### config.mk
export PLATFORM = sky130hd
export DESIGN_NAME = nanosoc_accelerator_ss_xor_engine_flat
export DESIGN_NICKNAME = d
export VERILOG_FILES = /design/src/rtl/nanosoc_accelerator_ss_xor_engine_if.sv /design/src/rtl/nanosoc_accelerator_ss_xor_engine.sv /design/src/flat_wrapper.sv
export SDC_FILE = /design/constraint.sdc
export NUM_CORES = 1
export LEC_CHECK = 0
export CORE_MARGIN = 10
export CORE_UTILIZATION = 45
export CTS_CLUSTER_SIZE = 20
export DETAILED_ROUTE_END_ITERATION = 8
export PLACE_DENSITY_LB_ADDON = 0.2
export SETUP_SLACK_MARGIN = 0.1
export SLEW_MARGIN = 10
export SYNTH_ARGS = -nofsm -noshare
export SYNTH_HDL_FRONTEND = slang
export SYNTH_SLANG_ARGS = --single-unit
### constraint.sdc
create_clock -name HCLK -period 7.5 [get_ports HCLK]
set_input_delay 0.75 -clock HCLK [delete_from_list [all_inputs] [get_ports HCLK]]
set_output_delay 0.75 -clock HCLK [all_outputs]
set_load 0.005 [all_outputs]
### src/rtl/nanosoc_accelerator_ss_xor_engine_if.sv
// nanosoc_accelerator_ss_xor_engine_if: AHB-Lite slave port bundle for the XOR engine
interface nanosoc_accelerator_ss_xor_engine_if #(
    parameter int ADDR_W = 32,
    parameter int DATA_W = 32
);
    logic              HSEL_i;
    logic [ADDR_W-1:0] HADDR_i;
    logic [1:0]        HTRANS_i;
    logic [2:0]        HSIZE_i;
    logic [3:0]        HPROT_i;
    logic              HWRITE_i;
    logic              HREADY_i;
    logic [DATA_W-1:0] HWDATA_i;
    logic              HREADYOUT_o;
    logic [DATA_W-1:0] HRDATA_o;
    logic              HRESP_o;
    modport master (
        output HSEL_i, HADDR_i, HTRANS_i, HSIZE_i, HPROT_i, HWRITE_i, HREADY_i, HWDATA_i,
        input  HREADYOUT_o, HRDATA_o, HRESP_o
    );
    modport slave (
        input  HSEL_i, HADDR_i, HTRANS_i, HSIZE_i, HPROT_i, HWRITE_i, HREADY_i, HWDATA_i,
        output HREADYOUT_o, HRDATA_o, HRESP_o
    );
endinterface

### src/rtl/nanosoc_accelerator_ss_xor_engine.sv
// nanosoc_accelerator_ss_xor_engine: AHB-fed FIFO XOR engine with DMA burst requests and interrupts
module nanosoc_accelerator_ss_xor_engine #(
    parameter int SYS_ADDR_W = 32,
    parameter int SYS_DATA_W = 32,
    parameter int IRQ_NUM    = 4,
    parameter int FIFO_DEPTH = 8,
    parameter int BURST_LEN  = 4
) (
    input  logic                                HCLK,
    input  logic                                HRESET,
    nanosoc_accelerator_ss_xor_engine_if.slave  ahb,
    output logic                                exp_drq_ip_o,
    input  logic                                exp_dlast_ip_i,
    output logic                                exp_drq_op_o,
    input  logic                                exp_dlast_op_i,
    output logic [IRQ_NUM-1:0]                  exp_irq_o
);
    localparam int PW = $clog2(FIFO_DEPTH);
    localparam int LW = PW + 1;
    localparam logic [LW-1:0] DEPTH = LW'(FIFO_DEPTH);
    localparam logic [LW-1:0] BURST = LW'(BURST_LEN);
    typedef enum logic [1:0] {IDLE, REQ, GAP} drq_t;
    logic                  valid_q, write_q;
    logic [11:0]           addr_q;
    logic                  en_q, en_d, ovf_q, ovf_d, unf_q, unf_d;
    logic [3:0]            irq_en_q, irq_en_d;
    logic [SYS_DATA_W-1:0] key_q, key_d, wcount_q, wcount_d, rdata;
    logic [SYS_DATA_W-1:0] in_mem_q [FIFO_DEPTH];
    logic [SYS_DATA_W-1:0] out_mem_q [FIFO_DEPTH];
    logic [LW-1:0]         in_wp_q, in_wp_d, in_rp_q, in_rp_d, out_wp_q, out_wp_d, out_rp_q, out_rp_d;
    logic [LW-1:0]         in_lvl, out_lvl;
    logic                  in_full, in_empty, out_full, out_empty;
    logic                  wr, rd, in_win, out_win, bus_push, bus_pop, ctrl_wr, key_wr, stat_wr, clr;
    logic                  in_push, out_pop, eng, ip_go, op_go;
    drq_t                  ip_q, ip_d, op_q, op_d;
    logic                  unused_ok;
    assign unused_ok = ^{ahb.HSIZE_i, ahb.HPROT_i, ahb.HADDR_i[SYS_ADDR_W-1:12], ahb.HTRANS_i[0]};
    assign in_lvl    = in_wp_q - in_rp_q;
    assign out_lvl   = out_wp_q - out_rp_q;
    assign in_full   = in_lvl == DEPTH;
    assign in_empty  = in_lvl == '0;
    assign out_full  = out_lvl == DEPTH;
    assign out_empty = out_lvl == '0;
    assign wr        = valid_q & write_q;
    assign rd        = valid_q & ~write_q;
    assign in_win    = addr_q[11:10] == 2'b00;
    assign out_win   = addr_q[11:10] == 2'b01;
    assign bus_push  = wr & in_win;
    assign bus_pop   = rd & out_win;
    assign ctrl_wr   = wr & (addr_q == 12'h800);
    assign key_wr    = wr & (addr_q == 12'h808);
    assign stat_wr   = wr & (addr_q == 12'h80C);
    assign clr       = ctrl_wr & ahb.HWDATA_i[1];
    assign in_push   = bus_push & ~in_full;
    assign out_pop   = bus_pop & ~out_empty;
    assign eng       = en_q & ~in_empty & ~out_full;
    assign ip_go     = en_q & ((DEPTH - in_lvl) >= BURST);
    assign op_go     = en_q & (out_lvl >= BURST);
    // Address phase is captured here; the write/read it describes acts one cycle later.
    always_ff @(posedge HCLK) begin
        if (HRESET) begin
            valid_q <= 1'b0;
            write_q <= 1'b0;
            addr_q  <= '0;
        end else if (ahb.HREADY_i) begin
            valid_q <= ahb.HSEL_i & ahb.HTRANS_i[1];
            write_q <= ahb.HWRITE_i;
            addr_q  <= ahb.HADDR_i[11:0];
        end
    end
    always_comb begin
        en_d     = ctrl_wr ? ahb.HWDATA_i[0] : en_q;
        irq_en_d = ctrl_wr ? ahb.HWDATA_i[7:4] : irq_en_q;
        key_d    = key_wr ? ahb.HWDATA_i : key_q;
        ovf_d    = (bus_push & in_full) | (ovf_q & ~(stat_wr & ahb.HWDATA_i[2]));
        unf_d    = (bus_pop & out_empty) | (unf_q & ~(stat_wr & ahb.HWDATA_i[3]));
        wcount_d = clr ? '0 : wcount_q + SYS_DATA_W'(eng);
        in_wp_d  = clr ? '0 : in_wp_q + LW'(in_push);
        in_rp_d  = clr ? '0 : in_rp_q + LW'(eng);
        out_wp_d = clr ? '0 : out_wp_q + LW'(eng);
        out_rp_d = clr ? '0 : out_rp_q + LW'(out_pop);
    end
    always_ff @(posedge HCLK) begin
        if (HRESET) begin
            en_q     <= 1'b0;
            irq_en_q <= '0;
            key_q    <= '0;
            ovf_q    <= 1'b0;
            unf_q    <= 1'b0;
            wcount_q <= '0;
            in_wp_q  <= '0;
            in_rp_q  <= '0;
            out_wp_q <= '0;
            out_rp_q <= '0;
        end else begin
            en_q     <= en_d;
            irq_en_q <= irq_en_d;
            key_q    <= key_d;
            ovf_q    <= ovf_d;
            unf_q    <= unf_d;
            wcount_q <= wcount_d;
            in_wp_q  <= in_wp_d;
            in_rp_q  <= in_rp_d;
            out_wp_q <= out_wp_d;
            out_rp_q <= out_rp_d;
        end
    end
    always_ff @(posedge HCLK) begin
        if (in_push) in_mem_q[in_wp_q[PW-1:0]] <= ahb.HWDATA_i;
        if (eng) out_mem_q[out_wp_q[PW-1:0]] <= in_mem_q[in_rp_q[PW-1:0]] ^ key_q;
    end
    always_ff @(posedge HCLK) begin
        if (HRESET) begin
            ip_q <= IDLE;
            op_q <= IDLE;
        end else begin
            ip_q <= ip_d;
            op_q <= op_d;
        end
    end
    always_comb begin
        ip_d = (~en_q | clr) ? IDLE :
               ip_q == IDLE  ? (ip_go ? REQ : IDLE) :
               ip_q == REQ   ? ((exp_dlast_ip_i & ahb.HREADY_i) ? GAP : REQ) : IDLE;
        op_d = (~en_q | clr) ? IDLE :
               op_q == IDLE  ? (op_go ? REQ : IDLE) :
               op_q == REQ   ? ((exp_dlast_op_i & ahb.HREADY_i) ? GAP : REQ) : IDLE;
    end
    // Request is raised already in IDLE once the burst fits, so GAP is the only low cycle between bursts.
    always_comb begin
        exp_drq_ip_o = (ip_q == REQ) | ((ip_q == IDLE) & ip_go & ~clr);
        exp_drq_op_o = (op_q == REQ) | ((op_q == IDLE) & op_go & ~clr);
    end
    assign exp_irq_o = irq_en_q & {unf_q, ovf_q, en_q & in_empty & out_empty, out_lvl >= BURST};
    always_comb begin
        rdata = '0;
        if (rd) begin
            if (out_win) rdata = out_empty ? '0 : out_mem_q[out_rp_q[PW-1:0]];
            else case (addr_q)
                12'h800: rdata[7:0] = {irq_en_q, 3'b000, en_q};
                12'h804: begin
                    rdata[LW-1:0]   = in_lvl;
                    rdata[8 +: LW]  = out_lvl;
                    rdata[16]       = in_full;
                    rdata[17]       = out_empty;
                end
                12'h808: rdata = key_q;
                12'h80C: rdata[3:2] = {unf_q, ovf_q};
                12'h810: rdata = wcount_q;
                default: rdata = '0;
            endcase
        end
    end
    assign ahb.HRDATA_o    = rdata;
    assign ahb.HREADYOUT_o = 1'b1;
    assign ahb.HRESP_o     = 1'b0;
endmodule
### src/flat_wrapper.sv
// flat-port wrapper written by rule: the top's interface ports become plain ports
module nanosoc_accelerator_ss_xor_engine_flat 
#(
    parameter int SYS_ADDR_W = 32,
    parameter int SYS_DATA_W = 32,
    parameter int IRQ_NUM    = 4,
    parameter int FIFO_DEPTH = 8,
    parameter int BURST_LEN  = 4
)
  (HCLK, HRESET, exp_drq_ip_o, exp_dlast_ip_i, exp_drq_op_o, exp_dlast_op_i, exp_irq_o, ahb_HSEL_i, ahb_HADDR_i, ahb_HTRANS_i, ahb_HSIZE_i, ahb_HPROT_i, ahb_HWRITE_i, ahb_HREADY_i, ahb_HWDATA_i, ahb_HREADYOUT_o, ahb_HRDATA_o, ahb_HRESP_o);
  nanosoc_accelerator_ss_xor_engine_if ahb_i ();
  input  logic HCLK;
  input  logic HRESET;
  output logic exp_drq_ip_o;
  input  logic exp_dlast_ip_i;
  output logic exp_drq_op_o;
  input  logic exp_dlast_op_i;
  output logic [IRQ_NUM-1:0] exp_irq_o;
  input wire logic [$bits(ahb_i.HSEL_i)-1:0] ahb_HSEL_i;
  input wire logic [$bits(ahb_i.HADDR_i)-1:0] ahb_HADDR_i;
  input wire logic [$bits(ahb_i.HTRANS_i)-1:0] ahb_HTRANS_i;
  input wire logic [$bits(ahb_i.HSIZE_i)-1:0] ahb_HSIZE_i;
  input wire logic [$bits(ahb_i.HPROT_i)-1:0] ahb_HPROT_i;
  input wire logic [$bits(ahb_i.HWRITE_i)-1:0] ahb_HWRITE_i;
  input wire logic [$bits(ahb_i.HREADY_i)-1:0] ahb_HREADY_i;
  input wire logic [$bits(ahb_i.HWDATA_i)-1:0] ahb_HWDATA_i;
  output wire logic [$bits(ahb_i.HREADYOUT_o)-1:0] ahb_HREADYOUT_o;
  output wire logic [$bits(ahb_i.HRDATA_o)-1:0] ahb_HRDATA_o;
  output wire logic [$bits(ahb_i.HRESP_o)-1:0] ahb_HRESP_o;
  assign ahb_i.HSEL_i = ahb_HSEL_i;
  assign ahb_i.HADDR_i = ahb_HADDR_i;
  assign ahb_i.HTRANS_i = ahb_HTRANS_i;
  assign ahb_i.HSIZE_i = ahb_HSIZE_i;
  assign ahb_i.HPROT_i = ahb_HPROT_i;
  assign ahb_i.HWRITE_i = ahb_HWRITE_i;
  assign ahb_i.HREADY_i = ahb_HREADY_i;
  assign ahb_i.HWDATA_i = ahb_HWDATA_i;
  assign ahb_HREADYOUT_o = ahb_i.HREADYOUT_o;
  assign ahb_HRDATA_o = ahb_i.HRDATA_o;
  assign ahb_HRESP_o = ahb_i.HRESP_o;
  nanosoc_accelerator_ss_xor_engine #(.SYS_ADDR_W(SYS_ADDR_W), .SYS_DATA_W(SYS_DATA_W), .IRQ_NUM(IRQ_NUM), .FIFO_DEPTH(FIFO_DEPTH), .BURST_LEN(BURST_LEN)) u_core (.HCLK(HCLK), .HRESET(HRESET), .ahb(ahb_i), .exp_drq_ip_o(exp_drq_ip_o), .exp_dlast_ip_i(exp_dlast_ip_i), .exp_drq_op_o(exp_drq_op_o), .exp_dlast_op_i(exp_dlast_op_i), .exp_irq_o(exp_irq_o));
endmodule
# After elaboration in Yosys (flattened, before gate mapping)
# Memories as Yosys holds them, arrays and structs flattened. A register that Yosys moved wholly into a read port is not among the register bits.
# Index checks and enable logic that the tools add are counted.
# op_classes
shifts	0
add_sub_neg	8
n_bitwise	45
reduce_logical	7
mul	0
n_div	0
eq_ne	10
n_lt_le_gt_ge	2
mux	24
# ops
op	n
$mux 32	3
$eq 12x12->1 const B	5
$add 32x1->32	1
$xor 32x32->32	1
$and 1x1->1	29
$pmux 14 s2	1
$pmux 4 s3	2
$add 4x1->4	4
$pmux 2 s4	2
$mux 2	6
$not 1->1	9
$eq 4x4->1 const B	2
$ge 4x3->1 const B	2
$logic_not 4->1	2
$pmux 4 s2	1
$sub 4x4->4	2
$eq 2x1->1 const B	3
$logic_not 2->1	3
$mux 1	6
$mux 3	2
$pmux 2 s3	1
$or 1x1->1	5
$and 4x4->4	1
$reduce_or 2->1	2
$sub 4x4->4 const A	1
# totals
inputBits	80
mem_count	2
ramBits	512
rom_bits	0
out_inout_bits	40
latchBits	0
ff_bits	105
word_cells	113
# memory_table
name	depth	width	rd	rd_ports_with_merged_regs	wr	line	source
u_core.in_mem_q	8	32	1	1	1	nanosoc_accelerator_ss_xor_engine.sv:28	logic [SYS_DATA_W-1:0] in_mem_q [FIFO_DEPTH];
u_core.out_mem_q	8	32	1	1	1	nanosoc_accelerator_ss_xor_engine.sv:29	logic [SYS_DATA_W-1:0] out_mem_q [FIFO_DEPTH];

# Logic depth before layout (Yosys ltp)
# logic_depth
word_depth	7
depth_mapped	17
mapped_depth_nobuf	15

# Worst setup path after synthesis
# Ideal clock, no wire load.
# synth_path
kind	register to register
from	register u_core.in_rp_q[1]
to	memory u_core.in_mem_q[2][0], enable pin
path_buffers	2
setup_ps	513
slack_ps	1372
required_time_ps	6987
period_less_slack_ps	6128
stages_incl_launch_ff	10
arrival_time_ps	5615
path_cell_list	dfxtp_1 clkbuf_1 buf_1 inv_1 fa_1 xor2_1 nor2_1 nand3b_1 nand2_1 nor4b_1
# synth_via
elab_chain_cells	6
# synth_rtl
item	line	source
from (decl)	nanosoc_accelerator_ss_xor_engine.sv:30	logic [LW-1:0] in_wp_q, in_wp_d, in_rp_q, in_rp_d, out_wp_q, out_wp_d, out_rp_q, out_rp_d;
from (signal assigned)	nanosoc_accelerator_ss_xor_engine.sv:103	in_rp_q <= in_rp_d;
$sub 4x4->4	nanosoc_accelerator_ss_xor_engine.sv:38	assign in_lvl = in_wp_q - in_rp_q;
$eq 4x4->1	nanosoc_accelerator_ss_xor_engine.sv:40	assign in_full = in_lvl == DEPTH;
$not 1->1	nanosoc_accelerator_ss_xor_engine.sv:54	assign in_push = bus_push & ~in_full;
$and 1x1->1	nanosoc_accelerator_ss_xor_engine.sv:54	
$mux 1	nanosoc_accelerator_ss_xor_engine.sv:109	if (in_push) in_mem_q[in_wp_q[PW-1:0]] <= ahb.HWDATA_i;
$mux 1 (not written as such)	nanosoc_accelerator_ss_xor_engine.sv:109	
to (decl)	nanosoc_accelerator_ss_xor_engine.sv:28	
# Every way passes these cells.

# Final worst setup path
# layout_path
from	register u_core.addr_q[6]
to	output ahb_HRDATA_o[30]
# layout_via
elab_chain_cells	4
elab_cells_between_ends	5
cone_classes	eq/ne: 2; mux: 3
# layout_rtl
item	line	source
from (decl)	nanosoc_accelerator_ss_xor_engine.sv:24	logic [11:0] addr_q;
from (signal assigned)	nanosoc_accelerator_ss_xor_engine.sv:68	addr_q <= ahb.HADDR_i[11:0];
$eq 12x12->1	nanosoc_accelerator_ss_xor_engine.sv:139	else case (addr_q)
$pmux 14 s2 (*)	nanosoc_accelerator_ss_xor_engine.sv:139	
$mux 32 (*)	nanosoc_accelerator_ss_xor_engine.sv:138	if (out_win) rdata = out_empty ? '0 : out_mem_q[out_rp_q[PW-1:0]];
$mux 32 (*)	nanosoc_accelerator_ss_xor_engine.sv:137	if (rd) begin
to (decl)	flat_wrapper.sv:28	output wire logic [$bits(ahb_i.HRDATA_o)-1:0] ahb_HRDATA_o;
# Every way passes the cells marked *; elsewhere a longest branch is shown, timed or not.

==> reports/summary.md <==
The run finished with clean final reports. The run gives 0.06525 mm^2 as the total die area. The signal on the critical path passes through nor4_1 > and2_1 > nand3_1 > o21ai_0 > clkdlybuf4s50_1.

The most used flip-flop cell after synthesis is sky130_fd_sc_hd__edfxtp_1. The area growth from synthesis to layout is 15.29%. In this run, placement finished with an instance count of 2332.

The analysis attributes to cell leakage a power of 9.144 nW. In this run the register-to-register setup slack is 2.70 ns. The congestion estimate from routability-driven global placement came to 0.8252. For this run, design rule violations remaining after detail routing come to 0.

Of the cells placed in the final design, the portion with a size suffix greater than 1 is 17.73%. Headroom to the max-slew limit came out at 27.79%. The number of buffers inserted by port buffering came out at 89. TritonCTS built the clock tree. Yosys printed 0 warnings. The hold violation total from the final report is 0, and the worst-case reg-to-reg path depth is 12.

The clock drives 617 sinks. The worst clock skew was 0.01903 ns; the final setup slack of the worst path was 2.385 ns. Counting flops and latches in the post-synthesis netlist gives 617. In this run the biggest area consumer among cell types represents 61.63% of the synthesized area. The routed via count divided by cell count works out to 5.456.

The clock passes through at most 3 buffers. The worst setup path is captured at a primary output. Clock tree synthesis selected as its root buffer the cell sky130_fd_sc_hd__clkbuf_16. The tools report the starting density of the core as 45.37%. The launch instance of the worst min-delay path is u_core.op_q[1]. The cell count after synthesis came out at 1543. After the first detailed-routing iteration, the DRC count stood at 885. At the pin with the least slew margin, the transition time is 1.083 ns. The run gives 70.06% as the sequential cell area fraction in the yosys report. The routed wire length was 56560 um; the count of flip-flops with a built-in enable after synthesis was 512.

Derived from the worst setup path, the maximum achievable clock frequency is 195.5 MHz. The number of buffers inserted during clock tree synthesis came out at 60. For this design, the CTS-stage hold fixing added 0 buffers.

In this run the count of I/O pins placed on the die edge is 120. For this design the ratio of total power to cell area is 235.7 mW/mm^2. The clock tree synthesis step divided the H-tree into 2 levels.

The tools report the number of placement rows as 86. After global routing the overflow that remains totals 0. The worst hold path depth was 1. The path type of the worst setup path is register to primary output. Overall via count from detail_route: 13350. The critical path's slowest cell was sky130_fd_sc_hd__nand3_1. In the global route stage, overall resource usage came out at 17.16%.

The pin count of the biggest net entering global routing is 67, and the share of synthesized flip-flops with an asynchronous set or reset is 0%. Yosys instantiated no cell more often than sky130_fd_sc_hd__edfxtp_1. At the end of the flow, the number of nets in the layout was 1744. For the worst setup path, the data required time is 6.75 ns. The netlist area before placement is 0.02495 mm^2, and the initial antenna violation count is 4. Measured along the y axis, the die boundary spans 255.5 um. The clock reaches the later pin of the worst-skew pair after 0.62 ns. After the flow finishes, the layout carries non-filler instances totaling 2447. The die is 255.5 um wide.

The synthesized design spends more area on one cell type than any other, namely sky130_fd_sc_hd__edfxtp_1. Maximum cell stage delay along the critical path: 0.80 ns. After clock tree synthesis, the clock-pin slew on the worst setup and hold paths is 0.06 ns. The first global-routing pass estimated 86110 um of wire. STA puts the critical path data arrival time at 4.36 ns. The via count of the first global-routing pass is 13750, and the post-synthesis net count is 1641. The logs give 0 for the number of buffers inserted to repair setup after CTS and 0.05499 mm^2 for the core outline area.

The worst hold path belongs to the class register to register. The tools report the count of final max-slew check failures as 0. Number of maximum-capacitance constraint violations: 0.

Dividing the detail-routed wire length by the instance count gives 23.11 um. For the final routed database, the setup TNS stands at 0 ns. Counting distinct cell types in the post-synthesis netlist gives 59. Setup repair after global routing left no endpoint under its margin. Of the available clock period, the critical path in the final layout requires 68.20%. Endpoint of the worst register-to-register path: u_core.wcount_q[11]. The worst setup path is launched from a register. After layout, the design draws a total of 6.779 mW.

The worst register-to-register path begins at u_core.out_rp_q[0]. Sorting the synthesized cells by area gives the leading types as sky130_fd_sc_hd__edfxtp_1 (62%), sky130_fd_sc_hd__mux4_2 (12%), sky130_fd_sc_hd__dfxtp_1 (8.4%), sky130_fd_sc_hd__nand2_1 (3.4%), sky130_fd_sc_hd__mux2i_1 (2.0%). Maximum vdd ir drop: 0.1655 mV. Setup violations remaining at the end of the flow were counted as 0. Once detail routing completed, the nets flagged for antenna violations numbered 0. For this run, the detailed router's first-pass iteration total came to 7.

The worst hold path terminates at u_core.op_q[1]. Worst-path maximum fanout: 19. The commonest cells after synthesis are sky130_fd_sc_hd__edfxtp_1 (512), sky130_fd_sc_hd__nand2_1 (229), sky130_fd_sc_hd__mux4_2 (128). The routed design could run at a clock period as short as 5.115 ns.

Timing analysis after detailed placement gives a worst setup slack of 2.680 ns. The synthesized area divided by synthesized cell count was 16.17 um^2. The number of gates resized after CTS was 0.

The post-DP HPWL is 35330 um.
==> flip-flops by register name, indices dropped and copies added (netlist names) <==
name / cells
u_core.in_mem_q: 256
u_core.out_mem_q: 256
u_core.key_q: 32
u_core.wcount_q: 32
u_core.addr_q: 12
u_core.in_rp_q: 4
u_core.in_wp_q: 4
u_core.irq_en_q: 4
u_core.out_rp_q: 4
u_core.out_wp_q: 4
u_core.ip_q: 2
u_core.op_q: 2
u_core.en_q: 1
u_core.ovf_q: 1
u_core.unf_q: 1
u_core.valid_q: 1
u_core.write_q: 1
==> cell type report <==
type                    count  area [um^2]
fillers                  4484        26230
flip-flops and latches    617        17490
multi-input cells         818         7127
clock buffers              80         1669
repair buffers            123         1141
well taps                 748        935.9
clock inverters            34        300.3
inverters                  26        97.59
diodes                      1        2.502
==> worst max path at each step <==
stage | endpoint | depth (start not counted) | start
2_1_floorplan | u_core.in_mem_q[2][0] | 9 | u_core.in_rp_q[1]
3_3_place_gp | u_core.wcount_q[11] | 12 | u_core.out_rp_q[0]
3_5_place_dp | u_core.wcount_q[11] | 12 | u_core.out_rp_q[0]
4_1_cts | ahb_HRDATA_o[14] | 5 | u_core.addr_q[6]
5_1_grt | ahb_HRDATA_o[0] | 8 | u_core.out_rp_q[0]
6_report | ahb_HRDATA_o[30] | 5 | u_core.addr_q[6]
==> layer usage <==
metal  wire length, um  up-vias  track usage [%]
met5                34        -                0
met1             24400     6861            22.78
met2             28260      327            28.71
met3              2895       74            2.937
li1                  -     6083                -
met4               975        6            4.794
==> power breakdown <==
part | internal (mW) | total, mW | switching (mW) | leakage [nW]
clock | 1.73 | 2.99 | 1.26 | 0.974
combinational | 0.0352 | 0.0925 | 0.0573 | 2.72
sequential | 3.69 | 3.69 | 0.00661 | 5.45
total | 5.46 | 6.78 | 1.32 | 9.14
==> stage by stage <==
stage / hold slack [ns] / util [%] / area, um^2
after floorplan: 0.4249 / - / 24950
after CTS: 0.4533 / 52.30 / 28760
after detailed placement: 0.4441 / 48.72 / 26790
final: 0.4492 / 52.31 / 28760
after global placement: 0.4339 / 48.70 / 26780
after global routing: 0.4927 / 52.31 / 28760
==> critical path, delay by kind of cell, from the launching register on <==
family / cells / cell delay [ns]
simple gates: 3 / 2.14
compound gates: 1 / 0.69
buf+inv: 1 / 0.60
flops: 1 / 0.31
==> cells by family after synthesis <==
logic type / synth area share (%)
AOI/OAI and AO/OA: 2.879
xor gates and xnor gates: 2.598
adders and majority gates: 0.9630
buffers and inverters: 1.876
DFF: 70.06
muxes: 13.56
other: 0.03010
and+or+nand+nor: 8.035
==> layout by cell type, fill, tap and decap left out, types with 3 or more instances in the layout <==
master                            instances
sky130_fd_sc_hd__edfxtp_1               512
sky130_fd_sc_hd__nand2_1                229
sky130_fd_sc_hd__mux4_2                 128
sky130_fd_sc_hd__dfxtp_1                101
sky130_fd_sc_hd__clkdlybuf4s50_1         88
sky130_fd_sc_hd__nor2_1                  70
sky130_fd_sc_hd__clkbuf_16               62
sky130_fd_sc_hd__xnor2_1                 56
sky130_fd_sc_hd__mux2i_1                 50
sky130_fd_sc_hd__a21oi_1                 49
sky130_fd_sc_hd__buf_4                   34
sky130_fd_sc_hd__nand3_1                 26
sky130_fd_sc_hd__inv_1                   25
sky130_fd_sc_hd__o21ai_0                 24
sky130_fd_sc_hd__a22oi_1                 20
sky130_fd_sc_hd__xor2_1                  18
sky130_fd_sc_hd__ha_1                    16
sky130_fd_sc_hd__clkinv_2                14
sky130_fd_sc_hd__clkbuf_1                13
sky130_fd_sc_hd__and2_1                  12
sky130_fd_sc_hd__nor4_2                  12
sky130_fd_sc_hd__clkinv_1                10
sky130_fd_sc_hd__nand4_1                  9
sky130_fd_sc_hd__nand2b_1                 8
sky130_fd_sc_hd__nor3_1                   8
sky130_fd_sc_hd__nor2_2                   8
sky130_fd_sc_hd__nor4_1                   7
sky130_fd_sc_hd__nor3_2                   7
sky130_fd_sc_hd__nor2b_1                  5
sky130_fd_sc_hd__bufinv_16                5
sky130_fd_sc_hd__clkbuf_8                 5
sky130_fd_sc_hd__nand3b_1                 4
sky130_fd_sc_hd__o211ai_1                 4
sky130_fd_sc_hd__nor4b_2                  4
sky130_fd_sc_hd__and3_1                   3
sky130_fd_sc_hd__or2_2                    3
sky130_fd_sc_hd__o2111ai_1                3
sky130_fd_sc_hd__nor4_4                   3
(Power assumes the default switching activity.)
